## config.mk

```make
export PLATFORM = sky130hd
export DESIGN_NAME = rf_bypass_sb
export DESIGN_NICKNAME = d
export VERILOG_FILES = /design/src/rtl/rf_bypass_sb.sv
export SDC_FILE = /design/constraint.sdc
export NUM_CORES = 1
export LEC_CHECK = 0
export BUFFER_PORTS_ARGS = -buffer_cell sky130_fd_sc_hd__buf_2
export CORE_ASPECT_RATIO = 1.2
export CORE_MARGIN = 2
export CORE_UTILIZATION = 34
export CTS_CLUSTER_DIAMETER = 30
export DETAILED_ROUTE_END_ITERATION = 16
export PLACE_DENSITY_LB_ADDON = 0.2
export SLEW_MARGIN = 20
export SYNTH_ARGS = -nofsm -noshare
export SYNTH_HDL_FRONTEND = slang
export SYNTH_SLANG_ARGS = --single-unit
```

## constraint.sdc

```tcl
create_clock -name clk -period 6.6 [get_ports clk]
set_input_delay 0.99 -clock clk [delete_from_list [all_inputs] [get_ports clk]]
set_output_delay 0.99 -clock clk [all_outputs]
set_load 0.02 [all_outputs]
```

## src/rtl/rf_bypass_sb.sv

```systemverilog
// rf_bypass_sb: multi-read-port register file with write-to-read
// bypass and per-register pending-write scoreboard for RAW stalls.
module rf_bypass_sb #(
  parameter int DATA_W   = 16,
  parameter int NUM_REGS = 8,
  parameter int SEL_W    = 3,
  parameter int NUM_RD   = 2,
  parameter int PEND_W   = 2
) (
  input  logic                       clk,
  input  logic                       rst,
  input  logic [NUM_RD*SEL_W-1:0]    rd_sel,
  output logic [NUM_RD*DATA_W-1:0]   rd_data,
  output logic [NUM_RD-1:0]          rd_busy,
  input  logic                       wr_en,
  input  logic [SEL_W-1:0]           wr_sel,
  input  logic [DATA_W-1:0]          wr_data,
  input  logic                       issue_en,
  input  logic [SEL_W-1:0]           issue_sel,
  input  logic                       flush,
  output logic                       err
);

  localparam logic [PEND_W-1:0] PMAX = '1;
  localparam logic [PEND_W-1:0] PONE = PEND_W'(1);

  logic [DATA_W-1:0]   r_regs [NUM_REGS];
  logic [PEND_W-1:0]   r_pend [NUM_REGS];
  logic                r_err;

  logic [NUM_REGS-1:0] w_inc;
  logic [NUM_REGS-1:0] w_dec;
  logic                w_ovf;

  // Per-register scoreboard events; a flush discards the issue.
  always_comb begin
    w_inc = '0;
    w_dec = '0;
    w_ovf = 1'b0;
    for (int r = 0; r < NUM_REGS; r++) begin
      w_inc[r] = issue_en && !flush
              && (issue_sel == SEL_W'(r));
      w_dec[r] = wr_en && (wr_sel == SEL_W'(r))
              && (r_pend[r] != '0);
      w_ovf = w_ovf | (w_inc[r] && !w_dec[r]
              && (r_pend[r] == PMAX));
    end
  end

  // Architectural register storage with writeback port.
  always_ff @(posedge clk) begin
    if (!rst) begin
      for (int r = 0; r < NUM_REGS; r++)
        r_regs[r] <= '0;
    end else if (wr_en) begin
      r_regs[wr_sel] <= wr_data;
    end
  end

  // Pending counters: saturate at max, flush clears all.
  always_ff @(posedge clk) begin
    if (!rst || flush) begin
      for (int r = 0; r < NUM_REGS; r++)
        r_pend[r] <= '0;
    end else begin
      for (int r = 0; r < NUM_REGS; r++) begin
        if (w_inc[r] && !w_dec[r]
            && r_pend[r] != PMAX)
          r_pend[r] <= r_pend[r] + PONE;
        else if (w_dec[r] && !w_inc[r])
          r_pend[r] <= r_pend[r] - PONE;
      end
    end
  end

  // Sticky overflow flag, cleared only by reset.
  always_ff @(posedge clk) begin
    if (!rst)
      r_err <= 1'b0;
    else if (w_ovf)
      r_err <= 1'b1;
  end

  assign err = r_err;

  for (genvar g = 0; g < NUM_RD; g++) begin : g_rd
    logic [SEL_W-1:0]  w_sel;
    logic              w_hit;
    logic [PEND_W-1:0] w_cnt;

    assign w_sel = rd_sel[g*SEL_W +: SEL_W];
    assign w_hit = wr_en && (wr_sel == w_sel);
    assign w_cnt = r_pend[w_sel];

    assign rd_data[g*DATA_W +: DATA_W] =
      w_hit ? wr_data : r_regs[w_sel];

    // The last outstanding write landing now is bypassed.
    assign rd_busy[g] = (w_cnt > PONE)
      || (w_cnt == PONE && !w_hit);
  end

endmodule

```

* Word level (Yosys, flattened, before mapping)
Memory sizes are Yosys's and may differ from the RTL's.
Cells that the tools add are included.
** Storage, ports and cells
- Bits in registers :: 1
- Latch bits :: 0
- Memory bits (writable) :: 144
- Bits in read-only memories :: 0
- Memories :: 2
** Cells by class
- Add/sub/neg operators :: 16
- Multiply operators :: 0
- Divide/modulo/power cells :: 0
- Magnitude comparators :: 2
- Equal/unequal tests :: 34
- Shifts and indexed selects :: 0
- Mux-type cells :: 83
- Bitwise gates (word level) :: 23
- Reductions and logical operators :: 95
** Memory list
- r_regs :: depth 8, bits a word 16, read ports 2, clocked after memory_dff 0, write ports 8, line 27 : logic [DATA_W-1:0] r_regs [NUM_REGS];
- r_pend :: depth 8, bits a word 2, read ports 10, clocked after memory_dff 0, write ports 8, line 28 : logic [PEND_W-1:0] r_pend [NUM_REGS];
** Operators with widths (count)
- two-way mux 1 bit :: 63
- logical AND 1 bit :: 61
- two-way mux 16 bit :: 3
- two-way mux 2 bit :: 16
- equality test 3 bit, second input constant :: 8
- OR 1 bit :: 23
- zero test 1 bit :: 20
- adder 2 x 1 -> 2 bit, second input constant :: 8
- equality test 2 bit, second input constant :: 8
- inequality test 2 bit, second input constant :: 8
- nonzero test 2 bit :: 8
- OR reduction 16 bit :: 1
- subtractor 2 x 1 -> 2 bit, second input constant :: 8
- equality test 3 x 2 -> 1 bit, second input constant :: 4
- equality test 3 x 1 -> 1 bit, second input constant :: 2
- equality test 3 bit :: 2
- zero test 3 bit :: 2
- equality test 2 x 1 -> 1 bit, second input constant :: 2
- > comparator 2 x 1 -> 1 bit, second input constant :: 2
- logical OR 1 bit :: 3
- two-way mux 3 bit :: 1

* Logic depth before layout (Yosys ltp)
Gate-level depths: netlist of the first run.
- Word-level depth :: 13
- Gate-level depth with buffers :: 7

* Worst setup path after synthesis of the first run
OpenSTA, ideal clock, no wires.
- Kind :: input to output
- Start point :: in rd_sel[3]
- End point :: out rd_data[17]
- Arrival time :: 2.294 ns
- Data required time :: 5.610 ns
- Slack :: 3.316 ns
- Stages :: 6
- Buffers on the path :: 3
- Cell sequence :: buf_4 -> buf_4 -> xnor2_1 -> nand4_1 -> buf_2 -> a21oi_1
** Between the ends
- Longest elaborated chain between the ends :: 3
** RTL lines
- start, declared :: line 12 : input logic [NUM_RD*SEL_W-1:0] rd_sel,
- parallel branches: the longest is 2 deep, another holds memory read (8 x 16 bit)
- two-way mux 16 bit * :: line 96 : w_hit ? wr_data : r_regs[w_sel];
- end, declared :: line 13 : output logic [NUM_RD*DATA_W-1:0] rd_data,
Every way passes the cells marked *.

* Worst setup path after layout of the first run
- Start point :: in rd_sel[0]
- End point :: out rd_busy[0]
** Between the ends
- Longest elaborated chain between the ends :: 5
** RTL lines
- parallel branches: the longest is 4 deep, another holds memory read (8 x 2 bit)
- logical OR 1 bit * :: line 100 : || (w_cnt == PONE && !w_hit);
- end, declared :: line 14 : output logic [NUM_RD-1:0] rd_busy,
Marked as above.

==> flow_summary.json, run 1 <==
{
  "syn_avg_cell_area_um2": 13.10,
  "grt_usage": 0.1863,
  "root_buffer": "clkbuf_16",
  "grt_pass1_wl_um": 36990,
  "avgViaCountPerCell": 5.508,
  "timing.fmax_mhz": 227.0,
  "layout_common_cells": "edfxtp_1 (144), and2_1 (130), mux4_2 (69)",
  "path_cells": "buf_2 > xnor2_2 > nand4_4 > a211oi_2 > a31oi_1 > a311o_1 > buf_2",
  "p_total_w": 0.002418,
  "whs_path_depth": 1,
  "max_slew.worst_pin.slew_ps": 1132,
  "path_max_fanout": 36,
  "area_delta_synth_final_pct": 13.88,
  "grt_max_degree": 39,
  "clock_latency_ps": 420,
  "grt_pass1_vias": 6200,
  "gp_congestion": 0.7834,
  "ys_warn_count": 0,
  "die-height_um": 179.5,
  "path_clk_slew_ps": 60,
  "place_hpwl_um": 15230,
  "r2r_slack_ps": 4960,
  "postSynth.asyncResetShare": 0,
  "ys_seq_area_frac": 0.4980,
  "vias": 5844,
  "die-area_um2": 26960,
  "worstPathArrival_ps": 3410,
  "crit_buf_inv": 2,
  "holdPathEnd": "r_pend[5][0]",
  "relSlewSlack": 0.2455,
  "drtIter0Drc": 445,
  "startpoint_type": "input pin",
  "cts_sinks": 145,
  "syn-num-nets": 701,
  "ir_drop_mv": 0.1608,
  "synth_ff_type": "edfxtp_1",
  "n_antenna_cell": 0,
  "netlist_instances": 666,
  "fin_tns_setup_ps": 0,
  "cp_common_cell": "buf_2",
  "ant_nets": 0,
  "required_ps": 5610,
  "hold_start": "r_pend[5][0]",
  "totalWireLength_um": 24250,
  "cts_made_buffers": 17,
  "slowest_delay_ps": 650,
  "maxCapViolCount": 0,
  "wl_per_cell_um": 22.86,
  "grt.overflow.total": 0,
  "yosys.cell_types.count": 55,
  "cpMaxStageDelayCell": "buf_2",
  "worstSetupEndpointType": "output pin",
  "drc": 0,
  "ioPinCount": 68,
  "worstSetupPathType": "in2out",
  "hold_buffers": 0,
  "fillers": 2409,
  "slew_viol_final": 0,
  "dp_cells": 1030,
  "dr.pass1.iters": 5,
  "grt_setup_unrepaired": "no",
  "drive_above_1_share": 0.2791,
  "cp_top_family": "compound AO/OA/AOI/OAI gates",
  "reg2reg_from": "r_pend[5][0]",
  "hold_path_class": "reg2reg",
  "htree_num_levels": 4,
  "instances_no_fill": 1061,
  "die_w_um": 150.2,
  "rr_worst_depth": 6,
  "cts_resized": 0,
  "leakagePower_nw": 3.537,
  "final_nets": 754,
  "mostFrequentLayoutCell": "edfxtp_1",
  "cts_max_path_buffers": 2,
  "powerDensity_nw_per_um2": 243.4,
  "initial_core_util": 0.3437,
  "synth.ff_latch_count": 145,
  "num_rows": 64,
  "fin_ws_ps": 2196,
  "core-area_um2": 25380,
  "antenna_found_initial": 0,
  "hold_viol": 0,
  "syn_area_um2": 8723,
  "cts_tree": "done",
  "io_buffers": 67,
  "status": "finished clean",
  "setup_viol": 0,
  "reg2reg_to": "r_pend[5][0]",
  "min_period_over_period": 0.6673,
  "post_cts_buffers": 0,
  "period_minus_slack_ps": 4404,
  "dpl_worst_slack_ps": 2130,
  "synth-edff-count": 144,
  "finClkSkew_ps": 3.217
}
==> registers in the layout (all words and copies together), names as in the netlist <==
signal	count
r_regs	128
r_pend	16
err	1
==> worst max-delay path by stage <==
stage                     cells after the start     endpoint       from
after global routing                          7   rd_busy[0]  rd_sel[0]
after global placement                        7   rd_busy[0]  rd_sel[0]
after floorplan                               6  rd_data[17]  rd_sel[3]
after detailed placement                      7   rd_busy[0]  rd_sel[0]
final                                         7   rd_busy[0]  rd_sel[0]
after CTS                                     7   rd_busy[0]  rd_sel[0]
==> worst reg2reg max path: cells and delay by family, from the launching register on <==
kind | cells | cell delay, ps
AND/OR/NAND/NOR | 4 | 700
adder cells (fa/ha/maj) | 1 | 200
flip-flops | 1 | 400
buffers and inverters | 1 | 80
==> cell type report <==
class / count / area [um2] / area share
clock inverters: 14 / 131.4 / 0.01322
well taps: 330 / 412.9 / 0.04156
repair buffers: 81 / 440.4 / 0.04433
clock buffers: 17 / 425.4 / 0.04282
flip-flops and latches: 145 / 4344 / 0.4373
multi-input cells: 468 / 4158 / 0.4185
inverters: 6 / 22.52 / 0.002267
==> per-layer routing <==
| layer | GRT usage | up-vias | routed length, um |
|---|---|---|---|
| met5 | 0 | - | 0 |
| met4 | 0.05094 | 0 | 393 |
| met3 | 0.03096 | 31 | 992 |
| met2 | 0.3216 | 161 | 12650 |
| met1 | 0.2410 | 3002 | 10220 |
| li1 | - | 2650 | - |
==> power breakdown <==
| group | internal, W | switching [W] | leakage (nW) | total (W) |
|---|---|---|---|---|
| clock network | 0.000522 | 0.000409 | 0.265 | 0.000932 |
| logic | 0.000157 | 0.000219 | 1.85 | 0.000376 |
| registers | 0.00107 | 0.0000378 | 1.42 | 0.00111 |
==> kinds of logic (layout without fill, tap and decap cells) <==
family | count (synthesis) | after routing | share of synthesized area
and+or+nand+nor | 261 | 261 | 0.1756
DFF | 145 | 145 | 0.4980
muxes | 104 | 104 | 0.2184
AOI/OAI and AO/OA | 88 | 88 | 0.06039
buffers and inverters | 53 | 118 | 0.02883
xor gates and xnor gates | 11 | 11 | 0.01363
adders and majority gates | 4 | 4 | 0.005163
==> Yosys cell counts, types with 4 or more instances <==
library cell,count,share of area
clkbuf_1,18,0.0077
buf_4,4,0.0034
buf_2,18,0.010
buf_1,5,0.0022
xnor2_1,7,0.0070
mux4_2,69,0.18
nor2b_1,4,0.0029
nand3_1,4,0.0023
a21oi_1,43,0.025
inv_1,4,0.0017
o21ai_0,18,0.010
nand3b_1,7,0.0060
nor2_1,54,0.023
edfxtp_1,144,0.50
and2_1,130,0.093
mux2i_1,34,0.039
nand2b_1,9,0.0065
o211ai_1,9,0.0077
nand2_1,16,0.0069
nor3_1,13,0.0075
==> stage by stage <==
stage / utilization / hold slack, ps / instance area (um2)
global placement: 0.3691 / 621.4 / 9370
CTS: 0.3914 / 636.3 / 9935
finish: 0.3914 / 635.2 / 9935
global route: 0.3914 / 662.2 / 9935
floorplan: - / 590.0 / 8723
detailed placement: 0.3694 / 622.7 / 9378
No activity file was read; power rests on OpenSTA's default activity.
==> inputs of run 2 (changes only) <==
--- a/config.mk
+++ b/config.mk
@@ -5,6 +5,7 @@
 export SDC_FILE = /design/constraint.sdc
 export NUM_CORES = 1
 export LEC_CHECK = 0
+export ABC_AREA = 1
 export BUFFER_PORTS_ARGS = -buffer_cell sky130_fd_sc_hd__buf_2
 export CORE_ASPECT_RATIO = 1.2
 export CORE_MARGIN = 2
==> constraint.sdc (replaced) <==
create_clock -name clk -period 4.5 [get_ports clk]
set_input_delay 0.675 -clock clk [delete_from_list [all_inputs] [get_ports clk]]
set_output_delay 0.675 -clock clk [all_outputs]
set_load 0.02 [all_outputs]
==> run 2 against run 1 <==
  * Sequential power grew 45%
  * Synthesized cell count grew 62%
  * Clock-buffer cell count up 1
  * Setup slack got worse by 1100 ps
  * First-iteration DRC count is 69% higher
  * Total power rose by 48%
  * Highest routed layer unchanged
==> flow_summary.json, run 2 <==
{
  "mostFrequentLayoutCell": "nor2_1",
  "path_clk_slew_ps": 60,
  "syn_area_um2": 8816,
  "fillers": 2673,
  "drtIter0Drc": 753,
  "period_minus_slack_ps": 3419,
  "initial_core_util": 0.3462,
  "worstPathArrival_ps": 2740,
  "ant_nets": 0,
  "grt.overflow.total": 0,
  "hold_viol": 0,
  "status": "finished clean",
  "relSlewSlack": 0.2961,
  "synth_ff_type": "edfxtp_1",
  "startpoint_type": "input pin",
  "max_slew.worst_pin.slew_ps": 1053,
  "leakagePower_nw": 3.930,
  "slowest_delay_ps": 470,
  "finClkSkew_ps": 5.527,
  "synth.area.top_cells": "edfxtp_1 (49%), nor2_1 (8.8%), o21ai_0 (8.6%), nand2_1 (5.8%), o211ai_1 (4.9%)",
  "synthTopCellsByCount": "nor2_1 (206), o21ai_0 (152), edfxtp_1 (144)",
  "grt_max_degree": 71,
  "whs_path_depth": 1,
  "synth.ff_latch_count": 145,
  "largest-register": "r_regs",
  "drc": 0,
  "grt_setup_unrepaired": "no",
  "clock_latency_ps": 440,
  "setup_viol": 0,
  "wl_met1_um": 12110,
  "core-area_um2": 25460,
  "top_layer": "met4",
  "dp_cells": 1419,
  "syn-num-nets": 1116,
  "worstSetupPathType": "in2out",
  "synth-edff-count": 144,
  "path_max_fanout": 28,
  "required_ps": 3830,
  "antenna_found_initial": 0,
  "yosys.cell_types.count": 37,
  "instances_no_fill": 1451,
  "ir_drop_mv": 0.2693,
  "num_rows": 64,
  "ys_seq_area_frac": 0.4928,
  "reg2reg_to": "r_pend[5][0]",
  "ys_warn_count": 0,
  "fin_util": 0.3865,
  "powerDensity_nw_per_um2": 364.8,
  "cpMaxStageDelayCell": "inv_2",
  "dr.pass1.iters": 5,
  "synth_top_cell_area_share": 0.4905,
  "synth.most_common_cell": "nor2_1",
  "cts_max_path_buffers": 2,
  "postSynth.asyncResetShare": 0,
  "layout_common_cells": "nor2_1 (206), o21ai_0 (152), edfxtp_1 (144)",
  "r2r_slack_ps": 2910,
  "largest_register_ffs": 128,
  "min_period_over_period": 0.7597,
  "htree_num_levels": 4,
  "drive_above_1_share": 0.1347,
  "syn_avg_cell_area_um2": 8.155,
  "wl_met2_um": 13500,
  "avgViaCountPerCell": 5.445,
  "ioPinCount": 68,
  "maxCapViolCount": 0,
  "fin_tns_setup_ps": 0,
  "wl_per_cell_um": 19.54,
  "die_w_um": 151.0,
  "die-area_um2": 27240,
  "grt_usage": 0.2095,
  "die-height_um": 180.4,
  "crit_start": "rd_sel[2]",
  "area_delta_synth_final_pct": 11.65,
  "dr_wl_met3_um": 2086,
  "reg2reg_from": "r_pend[5][0]",
  "hold_path_class": "reg2reg",
  "post_cts_buffers": 0,
  "hold_buffers": 0,
  "synth_area_leader_cell": "edfxtp_1",
  "place_hpwl_um": 18450,
  "cts_tree": "done",
  "worstSetupEndpoint": "rd_data[9]",
  "slew_viol_final": 0,
  "grt_pass1_wl_um": 43010,
  "root_buffer": "clkbuf_16",
  "cts_made_buffers": 17,
  "path_cells": "buf_2 > inv_2 > nand2_1 > a21oi_1 > nand2_4 > inv_1 > nand2_1 > o21ai_0 > buf_2",
  "timing.fmax_mhz": 292.5,
  "vias": 7901,
  "final_nets": 1143,
  "totalWireLength_um": 28350,
  "n_antenna_cell": 0,
  "grt_pass1_vias": 7632,
  "cts_sinks": 145,
  "worstSetupEndpointType": "output pin",
  "rr_worst_depth": 8,
  "netlist_instances": 1081,
  "cts_resized": 0,
  "io_buffers": 67,
  "gp_congestion": 0.8069
}
==> run 2: changes by cell type after synthesis, moves of 69 or more <==
cell,delta
o21ai_0,+134
mux4_2,-69
nand2_1,+121
inv_1,+92
and2_1,-130
nor2_1,+152
==> run 2: metal layers <==
| layer | vias to the layer above | GRT usage |
|---|---|---|
| met5 | - | 0 |
| met4 | 0 | 0.05981 |
| met3 | 51 | 0.03797 |
| met2 | 346 | 0.3469 |
| met1 | 3751 | 0.2796 |
| li1 | 3753 | - |
==> run 2: area by class of cell <==
class	instances	area, um2	share of cell area
sequential	145	4344	0.4413
timing repair buffer	76	420.4	0.04271
inverter	117	441.7	0.04487
clock buffer	18	429.2	0.04360
multi-input combinational	751	3650	0.3708
tap	330	412.9	0.04195
clock inverter	14	145.1	0.01475
==> run 2: logic make-up after synthesis <==
logic type / share of synthesized area
and+or+nand+nor: 0.2047
adders and majority gates: 0.002838
buffers and inverters: 0.09325
AOI/OAI and AO/OA: 0.2042
muxes: 0.002271
DFF: 0.4928
==> run 2: worst min-delay path by stage <==
stage                 startpoint      endpoint  slack, ps
finish              r_pend[5][0]  r_pend[5][0]        610
global route        r_pend[5][0]  r_pend[5][0]        640
CTS                 r_pend[5][0]  r_pend[5][0]        610
detailed placement  r_pend[5][0]  r_pend[5][0]        600
global placement    r_pend[5][0]  r_pend[5][0]        600
floorplan           r_pend[3][0]  r_pend[3][0]        570
==> run 2: power breakdown <==
part,switching (W),internal [W],leakage (nW)
logic,0.000411,0.000157,2.24
clock network,0.000628,0.000780,0.273
registers,0.0000410,0.00157,1.41
total,0.00108,0.00251,3.93
==> run 2: per-stage QoR <==
stage / area [um2] / total power [W] / worst slack, ps / hold WS [ps]
2_1_floorplan: 8816 / 0.002007 / 2029 / 572.6
3_3_place_gp: 9269 / 0.002203 / 1142 / 600.2
3_5_place_dp: 9269 / 0.002209 / 1151 / 603.4
4_1_cts: 9843 / 0.003606 / 1145 / 613.8
5_1_grt: 9843 / 0.003724 / 927.7 / 640.8
6_report: 9843 / 0.003591 / 1081 / 607.3
==> run 2: critical path: cells and delay by family <==
kind	cells	cell delay [ps]
and+or+nand+nor	3	480
buffers and inverters	4	1150
AOI/OAI and AO/OA	2	430
